==> src/rtl/multicycle_ctrl_fsm.sv <==
// Main sequencing FSM for the multicycle RV32I core.
// Every datapath control is decoded combinationally from the current state,
// the IR fields (op/funct3/funct7) and the ALU/memory status inputs.
module multicycle_ctrl_fsm #(
  parameter int ST_W = 4
) (
  input  logic            clk,
  input  logic            reset,
  input  logic [6:0]      op,
  input  logic [2:0]      funct3,
  input  logic            funct7,
  input  logic            Zero,
  input  logic            neg,
  input  logic            MemReady,
  output logic            PCWrite,
  output logic            AdrSrc,
  output logic            MemWrite,
  output logic            IRWrite,
  output logic            RegWrite,
  output logic [1:0]      ResultSrc,
  output logic [1:0]      ALUSrcA,
  output logic [1:0]      ALUSrcB,
  output logic [3:0]      ALUControl,
  output logic [1:0]      immSrc,
  output logic            Illegal,
  output logic [ST_W-1:0] state_o
);

  typedef enum logic [ST_W-1:0] {
    FETCH    = 4'd0,
    DECODE   = 4'd1,
    MEMADR   = 4'd2,
    MEMREAD  = 4'd3,
    MEMWB    = 4'd4,
    MEMWRITE = 4'd5,
    EXECR    = 4'd6,
    EXECI    = 4'd7,
    ALUWB    = 4'd8,
    BRANCH   = 4'd9,
    JAL      = 4'd10,
    JALR_ADR = 4'd11
  } state_t;

  localparam logic [6:0] OP_LW    = 7'b0000011;
  localparam logic [6:0] OP_SW    = 7'b0100011;
  localparam logic [6:0] OP_R     = 7'b0110011;
  localparam logic [6:0] OP_I     = 7'b0010011;
  localparam logic [6:0] OP_BR    = 7'b1100011;
  localparam logic [6:0] OP_JAL   = 7'b1101111;
  localparam logic [6:0] OP_JALR  = 7'b1100111;

  localparam logic [3:0] ALU_ADD = 4'b0000;
  localparam logic [3:0] ALU_SUB = 4'b0001;
  localparam logic [3:0] ALU_SLL = 4'b0100;
  localparam logic [3:0] ALU_SRL = 4'b0101;
  localparam logic [3:0] ALU_AND = 4'b1000;
  localparam logic [3:0] ALU_OR  = 4'b1001;
  localparam logic [3:0] ALU_XOR = 4'b1010;

  state_t r_state;
  state_t w_next;
  logic   w_taken;

  // funct3/funct7 to ALU operation; sub only exists for register-register ops,
  // and any unsupported combination quietly falls back to add.
  function automatic logic [3:0] alu_dec(input logic [2:0] f3, input logic f7,
                                         input logic allow_sub);
    logic [3:0] res;
    case (f3)
      3'b000:  res = (allow_sub && f7) ? ALU_SUB : ALU_ADD;
      3'b001:  res = ALU_SLL;
      3'b100:  res = ALU_XOR;
      3'b101:  res = ALU_SRL;
      3'b110:  res = ALU_OR;
      3'b111:  res = ALU_AND;
      default: res = ALU_ADD;
    endcase
    return res;
  endfunction

  // State register; reset aborts any instruction in flight.
  always_ff @(posedge clk or posedge reset) begin
    if (reset) r_state <= FETCH;
    else       r_state <= w_next;
  end

  // Branch condition from the rs1 - rs2 flags.
  always_comb begin
    w_taken = 1'b0;
    case (funct3)
      3'b000:  w_taken = Zero;
      3'b001:  w_taken = ~Zero;
      3'b100:  w_taken = neg;
      3'b101:  w_taken = ~neg | Zero;
      default: w_taken = 1'b0;
    endcase
  end

  // Next-state and output decode; reset forces every output quiet.
  always_comb begin
    w_next     = r_state;
    PCWrite    = 1'b0;
    AdrSrc     = 1'b0;
    MemWrite   = 1'b0;
    IRWrite    = 1'b0;
    RegWrite   = 1'b0;
    ResultSrc  = 2'b00;
    ALUSrcA    = 2'b00;
    ALUSrcB    = 2'b00;
    ALUControl = ALU_ADD;
    Illegal    = 1'b0;

    case (op)
      OP_SW:   immSrc = 2'b01;
      OP_BR:   immSrc = 2'b10;
      OP_JAL:  immSrc = 2'b11;
      default: immSrc = 2'b00;
    endcase

    case (r_state)
      FETCH: begin
        ALUSrcB   = 2'b10;
        ResultSrc = 2'b10;
        IRWrite   = MemReady;
        PCWrite   = MemReady;
        if (MemReady) w_next = DECODE;
      end
      DECODE: begin
        ALUSrcA = 2'b01;
        ALUSrcB = 2'b01;
        case (op)
          OP_LW, OP_SW: w_next = MEMADR;
          OP_R:         w_next = EXECR;
          OP_I:         w_next = EXECI;
          OP_BR:        w_next = BRANCH;
          OP_JAL:       w_next = JAL;
          OP_JALR:      w_next = JALR_ADR;
          default: begin
            Illegal = 1'b1;
            w_next  = FETCH;
          end
        endcase
      end
      MEMADR: begin
        ALUSrcA = 2'b10;
        ALUSrcB = 2'b01;
        if (op == OP_LW)      w_next = MEMREAD;
        else if (op == OP_SW) w_next = MEMWRITE;
        else                  w_next = FETCH;
      end
      MEMREAD: begin
        AdrSrc = 1'b1;
        if (MemReady) w_next = MEMWB;
      end
      MEMWB: begin
        ResultSrc = 2'b01;
        RegWrite  = 1'b1;
        w_next    = FETCH;
      end
      MEMWRITE: begin
        AdrSrc   = 1'b1;
        MemWrite = 1'b1;
        if (MemReady) w_next = FETCH;
      end
      EXECR: begin
        ALUSrcA    = 2'b10;
        ALUControl = alu_dec(funct3, funct7, 1'b1);
        w_next     = ALUWB;
      end
      EXECI: begin
        ALUSrcA    = 2'b10;
        ALUSrcB    = 2'b01;
        ALUControl = alu_dec(funct3, funct7, 1'b0);
        w_next     = ALUWB;
      end
      ALUWB: begin
        RegWrite = 1'b1;
        w_next   = FETCH;
      end
      BRANCH: begin
        ALUSrcA    = 2'b10;
        ALUControl = ALU_SUB;
        PCWrite    = w_taken;
        w_next     = FETCH;
      end
      JALR_ADR: begin
        ALUSrcA = 2'b10;
        ALUSrcB = 2'b01;
        w_next  = JAL;
      end
      JAL: begin
        ALUSrcA = 2'b01;
        ALUSrcB = 2'b10;
        PCWrite = 1'b1;
        w_next  = ALUWB;
      end
      default: w_next = FETCH;
    endcase

    if (reset) begin
      PCWrite    = 1'b0;
      AdrSrc     = 1'b0;
      MemWrite   = 1'b0;
      IRWrite    = 1'b0;
      RegWrite   = 1'b0;
      ResultSrc  = 2'b00;
      ALUSrcA    = 2'b00;
      ALUSrcB    = 2'b00;
      ALUControl = ALU_ADD;
      immSrc     = 2'b00;
      Illegal    = 1'b0;
    end
  end

  assign state_o = r_state;

endmodule

==> config.mk <==
export PLATFORM = sky130hd
export DESIGN_NAME = multicycle_ctrl_fsm
export DESIGN_NICKNAME = d
export VERILOG_FILES = /design/src/rtl/multicycle_ctrl_fsm.sv
export SDC_FILE = /design/constraint.sdc
export NUM_CORES = 1
export LEC_CHECK = 0
export BUFFER_PORTS_ARGS = -buffer_cell sky130_fd_sc_hd__buf_2
export CORE_UTILIZATION = 30
export DETAILED_ROUTE_END_ITERATION = 8
export PLACE_DENSITY = 0.54
export SETUP_SLACK_MARGIN = 0.05
export SYNTH_ARGS = -nofsm -noshare
export SYNTH_HDL_FRONTEND = slang
export SYNTH_SLANG_ARGS = --single-unit
==> constraint.sdc <==
create_clock -name clk -period 2 [get_ports clk]
set_input_delay 0.4 -clock clk [delete_from_list [all_inputs] [get_ports clk]]
set_output_delay 0.4 -clock clk [all_outputs]
set_load 0.005 [all_outputs]
==> impl_metrics.env <==
export IMPL_syn_area_um2=775.7
export IMPL_numClockSinks=4
export IMPL_hold_viol=0
export IMPL_fin_area_um2=1241
export IMPL_ios=38
export IMPL_path_clk_slew_ns=0.04
export IMPL_preCtsSetupSlack_ns=0.1858
export IMPL_reg2reg_setup_slack_ns=0.10
export IMPL_rsz0062_at_grt="true"
export IMPL_clock_root_buffer="clkbuf_4"
export IMPL_avgSynthCellArea_um2=6.926
export IMPL_drive_gt1_share_pct=47.50
export IMPL_yosys_area_share_simple_pct=46.77
export IMPL_cpMaxStageDelayCell="or4b_4"
export IMPL_seqCellArea_um2=103.9
export IMPL_via_per_inst=5.511
export IMPL_ant_nets=0
export IMPL_period_minus_slack_ns=1.993
export IMPL_grt_pass1_wl_um=3822
export IMPL_largest_register_ffs=4
export IMPL_grt_max_degree=21
export IMPL_grtUsageTotal_pct=18.11
export IMPL_core_rowCount=18
export IMPL_yosysSeqAreaShare_pct=12.90
export IMPL_h_tree_depth=1
export IMPL_clockBufferDepth=2
export IMPL_ys_ff_latch=4
export IMPL_initial_core_util_pct=31.60
export IMPL_port_buffers=37
export IMPL_cp_start_kind="register"
export IMPL_cp_max_fo=3
export IMPL_synth_top_family_by_area="simple AND/OR/NAND/NOR gates"
export IMPL_place_area_um2=1001
export IMPL_nNetsFinal=178
export IMPL_worst_slack_ns=0.007367
export IMPL_r2r_start="state_o[2]"
export IMPL_hold_buffers=0
export IMPL_ir_worst_vdd_mv=0.6123
export IMPL_synth_adder_area_share_pct=0
export IMPL_area_growth_pct=60.00
export IMPL_synth_compound_area_share_pct=23.39
export IMPL_dr_pass1_iters=4
export IMPL_max_stage_delay_ns=0.53
export IMPL_ys_flop_type="dfrtp_1"
export IMPL_startpoint="state_o[2]"
export IMPL_drv_cap=0
export IMPL_multiInputGateArea_um2=675.6
export IMPL_dp_cells=176
export IMPL_cts_tree="built"
export IMPL_synth_mux_area_share_pct=1.290
export IMPL_drt_iter0_drc=18
export IMPL_route_detailed_drc=0
export IMPL_finalMaxSlewViolations=0
export IMPL_insertion_delay_ns=0.24
export IMPL_wl_per_cell_um=13.78
export IMPL_die_area_um2=2793
export IMPL_tightest_slew_ns=0.5109
export IMPL_skew_ns=0.004616
export IMPL_min_period_over_period_pct=99.63
export IMPL_layout_cells_non_filler=190
export IMPL_synth_xor_area_share_pct=6.774
export IMPL_antennaDiodeCount=0
export IMPL_drt_wl_total_um=2619
export IMPL_cp_end_kind="output port"
export IMPL_antenna_found_initial=0
export IMPL_critPathKind="register to output port"
export IMPL_cp_cell_sequence="buf_4 -> or4b_4 -> nor4_4 -> buf_2"
export IMPL_core_um2=2455
export IMPL_die_x_um=52.85
export IMPL_fill_cells=235
export IMPL_worst_endpoint_required_ns=1.60
export IMPL_vias=1047
export IMPL_async_reset_ff_share_pct=100.0
export IMPL_grt_overflow_total=0
export IMPL_leakage_nw=0.5619
export IMPL_die_h_um=52.85
export IMPL_power_density_nw_per_um2=562.4
export IMPL_synth_fp_nets=128
export IMPL_gp_congestion=0.8155
export IMPL_cts_buffers=3
export IMPL_grt_pass1_vias=912
export IMPL_setup_viol=0
export IMPL_cp_arrival_ns=1.59
export IMPL_netlist_instances=112
export IMPL_hp_class="input pin to async pin"
export IMPL_dp_hpwl_um=1682
export IMPL_post_synth_num_cell_types=42
export IMPL_synth_warnings=0
export IMPL_status="finished, final reports clean"
export IMPL_synth_edf_count=0
export IMPL_slew_headroom_pct=65.68
export IMPL_clock_fmax_mhz=501.8
==> synth_stat cells (all sizes together), types with 2 or more instances <==
cell	n	share of area, %
nor4	8	7.3
and3	2	1.6
or3	2	1.6
nand2	6	2.9
o21ai	2	1.3
inv	5	2.4
and2	2	1.6
nand2b	3	2.4
dfrtp	4	13
nand3b	4	3.9
nor3b	3	2.9
a21oi	10	6.5
buf	7	5.0
clkbuf	3	1.5
nor2	13	6.3
nand3	2	1.3
a22oi	2	1.9
xor2	4	4.5
nor2b	5	4.0
or4b	2	3.1
nor3	6	3.9
xnor2	2	2.3
==> what timing repair did <==
item	in CTS	in global routing
setup buffers	5	4
gates cloned	0	2
pin swaps	3	1
resized for setup	8	15
setup endpoints to repair	7	7
==> worst max-delay path: cells and delay by family, from the launching register on <==
| family | cells | cell delay [ns] |
|---|---|---|
| buffers and inverters | 2 | 0.29 |
| flip-flops | 1 | 0.40 |
| AND/OR/NAND/NOR | 2 | 0.66 |
==> cell type report <==
type / count / area share (%)
inverters: 5 / 1.512
multi-input cells: 93 / 54.44
repair buffers: 55 / 30.85
flip-flops and latches: 4 / 8.367
clock buffers: 3 / 1.815
well taps: 30 / 3.024
==> final timing paths <==
check | depth (start not counted) | end
worst min-delay path | 2 | state_o[2]
worst min register to register | 3 | state_o[2]
worst max-delay path | 4 | Illegal
min in group clk | 4 | state_o[1]
worst max register to register | 6 | state_o[3]
max in group asynchronous | 2 | state_o[1]
==> kinds of logic after synthesis <==
logic type             count (synthesis)
AND/OR/NAND/NOR                       62
AO/OA/AOI/OAI                         24
buffers and inverters                 15
XOR/XNOR                               6
flip-flops                             4
multiplexers                           1
==> placed cells by master, fill, tap and decap left out, types with 3 or more instances in the layout <==
| cell type | n |
|---|---|
| clkbuf_4 | 3 |
| a21oi_1 | 9 |
| nor2b_1 | 4 |
| buf_2 | 37 |
| nand2_1 | 6 |
| inv_1 | 5 |
| nor4_2 | 3 |
| nand3b_1 | 4 |
| nor4_1 | 4 |
| xor2_1 | 4 |
| dfrtp_2 | 3 |
| nor2_1 | 12 |
| nor3_1 | 6 |
| nand2b_1 | 3 |
| buf_4 | 12 |
==> power breakdown <==
group / switching [W] / leakage (nW) / internal, W / total, W
registers: 0.0000186 / 0.0495 / 0.0000957 / 0.000114
logic: 0.000239 / 0.499 / 0.000242 / 0.000481
clock network: 0.0000351 / 0.0138 / 0.0000673 / 0.000102
==> metrics by stage <==
step	hold slack (ns)	TNS, ns	power [W]	utilization (%)
after floorplan	0.1763	0	0.0003715	-
after global placement	0.4554	0	0.0005003	40.77
after detailed placement	0.4633	0	0.0005061	40.77
after CTS	0.2171	0	0.0006442	44.55
after global routing	0.2601	-0.09024	0.0007623	50.56
final	0.2298	0	0.0006981	50.56
==> routing by layer <==
layer,GRT usage (%),vias up,wire [um]
li1,-,511,-
met3,3.736,6,133
met1,20.78,501,1072
met4,8.333,0,42
met2,31.65,29,1370
met5,0,-,0
No activity file was read; power rests on OpenSTA's default activity.
